## config.mk

```make
export PLATFORM = sky130hd
export DESIGN_NAME = data_bus_responder
export DESIGN_NICKNAME = d
export VERILOG_FILES = /design/src/rtl/data_bus_responder_pkg.sv /design/src/rtl/data_bus_responder_tx_fifo.sv /design/src/rtl/data_bus_responder.sv
export SDC_FILE = /design/constraint.sdc
export NUM_CORES = 2
export LEC_CHECK = 0
export CAP_MARGIN = 20
export CORE_AREA = 2 2 534 536
export DETAILED_ROUTE_END_ITERATION = 6
export DIE_AREA = 0 0 536 538
export GPL_ROUTABILITY_DRIVEN = 0
export PLACE_DENSITY_LB_ADDON = 0.08
export SLEW_MARGIN = 20
export SYNTH_ARGS = -nofsm -noshare
export SYNTH_HDL_FRONTEND = slang
export SYNTH_MEMORY_MAX_BITS = 65536
export SYNTH_SLANG_ARGS = --single-unit
```

## constraint.sdc

```tcl
create_clock -name clk -period 4.7 [get_ports clk]
set_input_delay 1.175 -clock clk [delete_from_list [all_inputs] [get_ports clk]]
set_output_delay 1.175 -clock clk [all_outputs]
set_load 0.05 [all_outputs]
```

## src/rtl/data_bus_responder_pkg.sv

```systemverilog
// Shared constants for the CPU data-port responder: word width, the I/O register
// addresses at the top of the map, console status bit positions and the address decoder.
package data_bus_responder_pkg;

  localparam int WORD_WIDTH = 16;

  localparam logic [WORD_WIDTH-1:0] CONSOLE_TX     = 16'hFF00;
  localparam logic [WORD_WIDTH-1:0] CONSOLE_STAT   = 16'hFF01;
  localparam logic [WORD_WIDTH-1:0] CONSOLE_CYCLES = 16'hFF02;

  localparam int STAT_FULL_BIT  = 0;
  localparam int STAT_EMPTY_BIT = 1;
  localparam int STAT_OVF_BIT   = 2;

  typedef enum logic [2:0] {
    REGION_RAM,
    REGION_TX,
    REGION_STAT,
    REGION_CYCLES,
    REGION_NONE
  } region_e;

  // The RAM occupies every address whose bits above ram_aw are all zero.
  function automatic region_e decode_addr(input logic [WORD_WIDTH-1:0] addr,
                                          input int                    ram_aw);
    region_e r;
    if ((addr >> ram_aw) == '0)        r = REGION_RAM;
    else if (addr == CONSOLE_TX)       r = REGION_TX;
    else if (addr == CONSOLE_STAT)     r = REGION_STAT;
    else if (addr == CONSOLE_CYCLES)   r = REGION_CYCLES;
    else                               r = REGION_NONE;
    return r;
  endfunction

endpackage

```

## src/rtl/data_bus_responder_tx_fifo.sv

```systemverilog
// Byte-wide console transmit FIFO. Pointers carry one extra wrap bit so that
// full and empty are distinguished without a separate counter.
module data_bus_responder_tx_fifo #(
  parameter int DEPTH = 4
) (
  input  logic                     clk_i,
  input  logic                     rst_ni,
  input  logic                     push_i,
  input  logic [7:0]               push_data_i,
  input  logic                     pop_req_i,
  output logic [7:0]               head_o,
  output logic                     full_o,
  output logic                     empty_o,
  output logic [$clog2(DEPTH):0]   count_o,
  output logic                     push_rejected_o
);

  localparam int PTR_W = $clog2(DEPTH);

  logic [PTR_W:0] wr_ptr_q, wr_ptr_d;
  logic [PTR_W:0] rd_ptr_q, rd_ptr_d;
  logic [7:0]     mem_q [DEPTH];
  logic           do_push;
  logic           do_pop;

  assign empty_o = (wr_ptr_q == rd_ptr_q);
  assign full_o  = (wr_ptr_q[PTR_W] != rd_ptr_q[PTR_W]) &&
                   (wr_ptr_q[PTR_W-1:0] == rd_ptr_q[PTR_W-1:0]);
  assign count_o = wr_ptr_q - rd_ptr_q;

  // A pop frees the slot this same edge, so a full FIFO can still take a push.
  assign do_pop          = pop_req_i & ~empty_o;
  assign do_push         = push_i & (~full_o | do_pop);
  assign push_rejected_o = push_i & ~do_push;

  assign head_o   = empty_o ? 8'h00 : mem_q[rd_ptr_q[PTR_W-1:0]];
  assign wr_ptr_d = wr_ptr_q + {{PTR_W{1'b0}}, do_push};
  assign rd_ptr_d = rd_ptr_q + {{PTR_W{1'b0}}, do_pop};

  always_ff @(posedge clk_i or negedge rst_ni) begin
    if (!rst_ni) begin
      wr_ptr_q <= '0;
      rd_ptr_q <= '0;
    end else begin
      wr_ptr_q <= wr_ptr_d;
      rd_ptr_q <= rd_ptr_d;
    end
  end

  always_ff @(posedge clk_i) begin
    if (do_push) mem_q[wr_ptr_q[PTR_W-1:0]] <= push_data_i;
  end

endmodule

```

## src/rtl/data_bus_responder.sv

```systemverilog
// CPU data-memory responder: word RAM in the low range, console TX FIFO, its
// status and a free-running cycle counter at the top. Reads are combinational.
module data_bus_responder
  import data_bus_responder_pkg::*;
#(
  parameter int RAM_ADDR_WIDTH = 8,
  parameter int FIFO_DEPTH     = 4
) (
  input  logic                  clk,
  input  logic                  rst,
  input  logic [WORD_WIDTH-1:0] data_addr,
  input  logic [WORD_WIDTH-1:0] wr_data,
  input  logic                  write_en,
  output logic [WORD_WIDTH-1:0] rd_data,
  output logic                  tx_valid,
  output logic [7:0]            tx_data,
  input  logic                  tx_ready
);

  localparam int CNT_W = $clog2(FIFO_DEPTH) + 1;

  region_e                     region;
  logic [WORD_WIDTH-1:0]       ram_q [2**RAM_ADDR_WIDTH];
  logic [RAM_ADDR_WIDTH-1:0]   ram_idx;
  logic                        ram_we;
  logic                        tx_push;
  logic                        stat_wr;
  logic                        cyc_wr;
  logic                        fifo_full;
  logic                        fifo_empty;
  logic                        push_rejected;
  logic [CNT_W-1:0]            fifo_count;
  logic [WORD_WIDTH-1:0]       stat_word;
  logic                        ovf_q, ovf_d;
  logic [WORD_WIDTH-1:0]       cyc_q, cyc_d;

  assign region  = decode_addr(data_addr, RAM_ADDR_WIDTH);
  assign ram_idx = data_addr[RAM_ADDR_WIDTH-1:0];
  assign ram_we  = write_en & (region == REGION_RAM);
  assign tx_push = write_en & (region == REGION_TX);
  assign stat_wr = write_en & (region == REGION_STAT);
  assign cyc_wr  = write_en & (region == REGION_CYCLES);

  // Console handshake: a byte transfers on every posedge where tx_valid and
  // tx_ready are both high; tx_valid and tx_data depend only on registered state.
  data_bus_responder_tx_fifo #(
    .DEPTH(FIFO_DEPTH)
  ) u_tx_fifo (
    .clk_i          (clk),
    .rst_ni         (rst),
    .push_i         (tx_push),
    .push_data_i    (wr_data[7:0]),
    .pop_req_i      (tx_ready),
    .head_o         (tx_data),
    .full_o         (fifo_full),
    .empty_o        (fifo_empty),
    .count_o        (fifo_count),
    .push_rejected_o(push_rejected)
  );

  assign tx_valid = ~fifo_empty;

  always_comb begin
    stat_word                 = '0;
    stat_word[15:8]           = 8'(fifo_count);
    stat_word[STAT_OVF_BIT]   = ovf_q;
    stat_word[STAT_EMPTY_BIT] = fifo_empty;
    stat_word[STAT_FULL_BIT]  = fifo_full;
  end

  always_comb begin
    rd_data = '0;
    case (region)
      REGION_RAM:    rd_data = ram_q[ram_idx];
      REGION_STAT:   rd_data = stat_word;
      REGION_CYCLES: rd_data = cyc_q;
      default:       rd_data = '0;
    endcase
  end

  // A dropped push in the same cycle as a clear leaves overflow set.
  always_comb begin
    ovf_d = ovf_q;
    if (push_rejected)                      ovf_d = 1'b1;
    else if (stat_wr && wr_data[STAT_OVF_BIT]) ovf_d = 1'b0;
  end

  assign cyc_d = cyc_wr ? wr_data : cyc_q + 16'd1;

  always_ff @(posedge clk or negedge rst) begin
    if (!rst) begin
      ovf_q <= 1'b0;
      cyc_q <= '0;
    end else begin
      ovf_q <= ovf_d;
      cyc_q <= cyc_d;
    end
  end

  // Contents survive reset; only a store pending at a reset edge is discarded.
  always_ff @(posedge clk or negedge rst) begin
    if (!rst) begin
    end else if (ram_we) begin
      ram_q[ram_idx] <= wr_data;
    end
  end

endmodule

```

Word level (Yosys, flattened, before mapping)

Memories as Yosys holds them, arrays and structs flattened.
Index checks and enable logic that the tools add are counted.

Add/sub/neg operators: 4
Multiply operators: 0
Divide/modulo/power cells: 0
Magnitude comparators: 0
Equality and inequality tests: 9
Shift operators: 0
Mux-type cells: 13
Bitwise logic cells: 11
Reduce and logical (&&, ||, !) cells: 6

Operators with widths:

| cell                  | count |
|---|---|
| $eq 16x16->1 const B  | 3 |
| $pmux 16 s3           | 1 |
| $add 16x1->16 const B | 1 |
| $logic_not 16->1      | 1 |
| $mux 16               | 1 |
| $mux 3                | 4 |
| $mux 8                | 1 |
| $and 1x1->1           | 7 |
| $add 3x1->3           | 2 |
| $eq 3x2->1 const B    | 2 |
| $mux 1                | 6 |
| $eq 3x1->1 const B    | 1 |
| $eq 3x3->1            | 1 |
| $logic_and 1x1->1     | 3 |
| $logic_not 3->1       | 1 |
| $not 1->1             | 3 |
| $sub 3x3->3           | 1 |
| $eq 2x2->1            | 1 |
| $reduce_bool 2->1     | 1 |
| $ne 1x1->1            | 1 |
| $or 1x1->1            | 1 |

Register bits after elaboration: 23
Bits in latches: 0
Memory bits (writable): 4128
ROM bits: 0
Input port bits: 36
Memories: 2

Memory list:

| name            | depth | width | rd ports | clocked after memory_dff | write ports | line                             | text |
|---|---|---|---|---|---|---|---|
| ram_q           | 256   | 16    | 1        | 0                        | 1           | data_bus_responder.sv:23         | `logic [WORD_WIDTH-1:0] ram_q [2**RAM_ADDR_WIDTH];` |
| u_tx_fifo.mem_q | 4     | 8     | 1        | 0                        | 1           | data_bus_responder_tx_fifo.sv:22 | `logic [7:0] mem_q [DEPTH];` |

Longest topological paths before layout

Depth after elaboration: 11
Mapped depth: 16

Hierarchy

A second synthesis with hierarchy kept.

Cells, all modules: 6897
Area total of the unflattened synthesis: 160214.9 um2

Modules (own cells, without submodules):

| module                     | times used | cells each | area an instance (um2) |
|---|---|---|---|
| data_bus_responder         | 1          | 6807       | 158588.3 |
| data_bus_responder_tx_fifo | 1          | 90         | 1626.6 |

Worst setup path before layout

No wires, ideal clock.

Path kind: input -> output
Start point: in data_addr[0]
End point: out rd_data[11]
Data arrival time: 4180 ps
Data required time: 3525 ps
Slack: -655 ps
Cell stages on the path: 13
Cell sequence: buf_6 buf_8 buf_8 buf_6 buf_6 buf_6 buf_6 mux2i_1 a22oi_1 a31oi_1 nand4_1 o221ai_1 o31ai_1

Word-level cells in the longest chain between the ends: 7
Elaborated cells between the ends (all ways): 12

RTL lines:

| what                                                 | line                         | text |
|---|---|---|
| start, declared                                      | data_bus_responder.sv:11     | `input logic [WORD_WIDTH-1:0] data_addr,` |
| $eq 16x16->1                                         | data_bus_responder_pkg.sv:30 | `else if (addr == CONSOLE_CYCLES) r = REGION_CYCLES;` |
| $mux 3                                               | data_bus_responder_pkg.sv:30 |  |
| $mux 3                                               | data_bus_responder_pkg.sv:29 | `else if (addr == CONSOLE_STAT) r = REGION_STAT;` |
| $mux 3                                               | data_bus_responder_pkg.sv:28 | `else if (addr == CONSOLE_TX) r = REGION_TX;` |
| $mux 3                                               | data_bus_responder_pkg.sv:27 | `if ((addr >> ram_aw) == '0) r = REGION_RAM;` |
| $eq 3x2->1 / $logic_not 3->1 (equally long branches) | data_bus_responder.sv:73     | `case (region)` |
| $pmux 16 s3 (*)                                      | data_bus_responder.sv:73     |  |
| end, declared                                        | data_bus_responder.sv:14     | `output logic [WORD_WIDTH-1:0] rd_data,` |

Every way passes the cells marked *; elsewhere a longest branch is shown, timed or not.

Worst setup path in the final report

Start point: in data_addr[7]
End point: out rd_data[12]

Same word-level chain as after synthesis.

==> impl_metrics.yaml <==
outcome:
  status: "complete, but fails checks"
  violations: "setup timing"
pwr:
  combPwrFrac: 0.067
  power_density_nw_per_um2: 408
  pwr-share-clk: 0.418
  power.internal_mw: 61.9
  switching_share: 0.217
  switchingPower_mw: 17.2
  p_leak_nw: 63.3
  peakVddDrop_uv: 322
  p_seq_frac: 0.515
final_layout:
  drive_above_1_share: 0.377
  synthToLayoutAreaGrowth_pct: 20.8
  final_cell_area_sq_um: 194000
  nets: 8597
sta:
  fin_worst_skew_ns: 0.0198
  tightestPinTransition_ns: 1.27
  period_minus_slack_ns: 5.54
  hold_viol: 0
  setup_ws_ns: -0.843
  max_freq_mhz: 180
  fin_crit_sh: 1.18
  drv_slew: 0
  tns_ns: -10.05
  slew_headroom: 0.156
  hold-worst-slack_ns: 0.496
  grt_setup_unrepaired: "yes"
  setup_violations: 16
route:
  drc_errors: 0
  antenna_left: 0
  dr.pass1.iters: 5
  routed_wirelength_mm: 473
  viasPerCell: 6.62
  vias: 83900
  routedWlPerCell_um: 37.4
  drt_iter0_markers: 12600
min_path:
  min_delay_path_depth: 1
  hp-class: "flip-flop to flip-flop"
  min_from: "u_tx_fifo.wr_ptr_q[2]"
  holdPathEnd: "u_tx_fifo.wr_ptr_q[2]"
setup_path:
  crit_chain: "clkdlybuf4s50_1 -> buf_12 -> buf_4 -> and2_4 -> nand4_1 -> o41ai_4 -> a221oi_4 -> nand4_1 -> nor4_4 -> buf_12 -> a21o_4 -> buf_12"
  reg2reg_depth: 9
  r2r_start: "u_tx_fifo.wr_ptr_q[0]"
  cp-end-kind: "primary output"
  path_delay_family: "simple AND/OR/NAND/NOR gates"
  startpoint_type: "input pin"
  arrival_ns: 4.37
  required_ns: 3.52
  worst_path_max_delay_cell: "nor4_4"
  regToRegEndpoint: "u_tx_fifo.mem_q[0][2]"
  critPathMaxFanout: 8
  crit_type: "input pin to primary output"
  r2r_slack_ns: 2.36
  crit_cells: 12
  critPathMaxStageDelay_ns: 0.64
  cp_common_cell: "buf_12"
  critical_path_buf_inv_count: 5
global_routing:
  grt_max_degree: 132
  grt_pass1_vias: 82100
  antenna_found_initial: 20
  grt-ovfl-total: 0
  grt_usage: 0.329
  grt_pass1_wl_mm: 652
cts:
  cts-htree-levels: 5
  cts_buffer_depth: 4
  root_buffer: "clkbuf_16"
  path_clk_slew_ns: 0.06
  cts_buffers: 412
  cts_sinks: 4151
  clk_latency_ns: 0.97
  cts_tree: "done"
floorplanning:
  dieArea_sq_um: 288000
  die_y_um: 538
  fp-row-count: 196
  die_width_um: 536
  core_sq_um: 283000
  initial_core_util: 0.566
  io_pins: 61
synthesis:
  synth_common_cells: "edfxtp_1, mux4_2, mux2i_1"
  ys_seq_area_frac: 0.777
  ys_top_cells_by_area: "edfxtp_1, mux4_2, mux2i_1"
  yosysWarnings: 0
  yosysTopAreaCell: "edfxtp_1"
  synth_top_area_frac: 0.773
  synth-main-ff-cell: "edfxtp_1"
  synth_nets: 7179
  postSynthAreaPerCell_sq_um: 22.5
  syn-instance-count: 7135
  synth_area_sq_um: 160000
  ys_ff_latch: 4151
  yosysMostFrequentCell: "edfxtp_1"
  synth_edf_count: 4128
  async_flop_share: 0.00554
  synth.distinct_cells: 61
placed_design:
  io_buffers: 60
  post-place-ws_ns: -1.55
  dpl_cell_area_sq_um: 177000
  dp_hpwl_mm: 297
run:
  max-cap-violations: 0
worst max path at each step:
stage                       startpoint  slack [ns]          end
after floorplan           data_addr[0]       -0.03  rd_data[11]
after global placement    data_addr[5]       -1.98  rd_data[10]
after detailed placement  data_addr[8]       -1.55  rd_data[12]
after CTS                 data_addr[0]       -0.73  rd_data[12]
after global routing      data_addr[0]       -0.76  rd_data[12]
final                     data_addr[7]       -0.84  rd_data[12]
layout by cell type (no fill, tap or decap), types with 24 or more instances in the layout:
cell type  netlist  routed
a21oi_1         66      44
a22o_1          28      25
a22oi_1        191     169
buf_12           2     298
buf_16           0      32
buf_4           59     931
buf_6           77      80
buf_8            6      30
bufinv_16        0      49
clkbuf_1       145      69
clkbuf_16        0     425
clkinv_1         0     102
clkinv_2         0      84
edfxtp_1      4128    4128
mux2i_1        367     359
mux4_2         997     997
nand2_1         95      76
nand3_1         75      63
nand4_1         24      24
nor2_1         324     185
nor2_2           0     129
o21ai_0         50      32
metal layers:
metal / track usage / part of all wire
met1: 0.475 / 0.38
met2: 0.500 / 0.47
met3: 0.0594 / 0.10
met4: 0.145 / 0.049
met5: 0 / 0.00012
power groups by stage:
stage | Sequential, mW | Clock, mW | Combinational (mW)
after floorplan | 41.5 | 0 | 2.24
after global placement | 41.5 | 0 | 4.78
after detailed placement | 41.5 | 0 | 4.84
after CTS | 40.7 | 33.3 | 5.15
after global routing | 40.7 | 34.8 | 5.43
final | 40.7 | 33.1 | 5.28
per-stage QoR:
stage / cells / total power, mW / util
2_1_floorplan: 7135 / 43.8 / -
5_1_grt: 12700 / 80.9 / 0.684
3_3_place_gp: 11800 / 46.3 / 0.623
3_5_place_dp: 11800 / 46.4 / 0.624
4_1_cts: 12600 / 79.2 / 0.681
6_report: 12700 / 79.1 / 0.684
what timing repair did:
item,in CTS,in global routing
gates resized for setup,343,124
hold buffers,0,0
setup endpoints to repair,16,16
setup buffers,60,45
pin swaps,48,58
cloned,19,4
cells by family after synthesis:
kind of cell	Yosys count	share of synthesized area
AO/OA/AOI/OAI	498	0.0221
XOR/XNOR	18	0.000984
adder cells (fa/ha/maj)	8	0.000671
buffers and inverters	416	0.0161
flip-flops	4151	0.777
multiplexers	1389	0.165
AND/OR/NAND/NOR	655	0.0184
flip-flops by register name, summed over array words and instances (netlist names):
name,count
u_tx_fifo.mem_q,32
cyc_q,16
u_tx_fifo.wr_ptr_q,3
ovf_q,1
u_tx_fifo.rd_ptr_q,3
ram_q,4096
final cells by class:
class,count,area [sq um]
fillers,17600,89600
repair buffers,1413,15800
multi-input cells,2568,35000
clock buffers,492,10800
inverters,7,30.0
flip-flops and latches,4151,125000
diodes,5,12.5
well taps,3762,4710
clock inverters,267,2680
(Power assumes the default switching activity.)
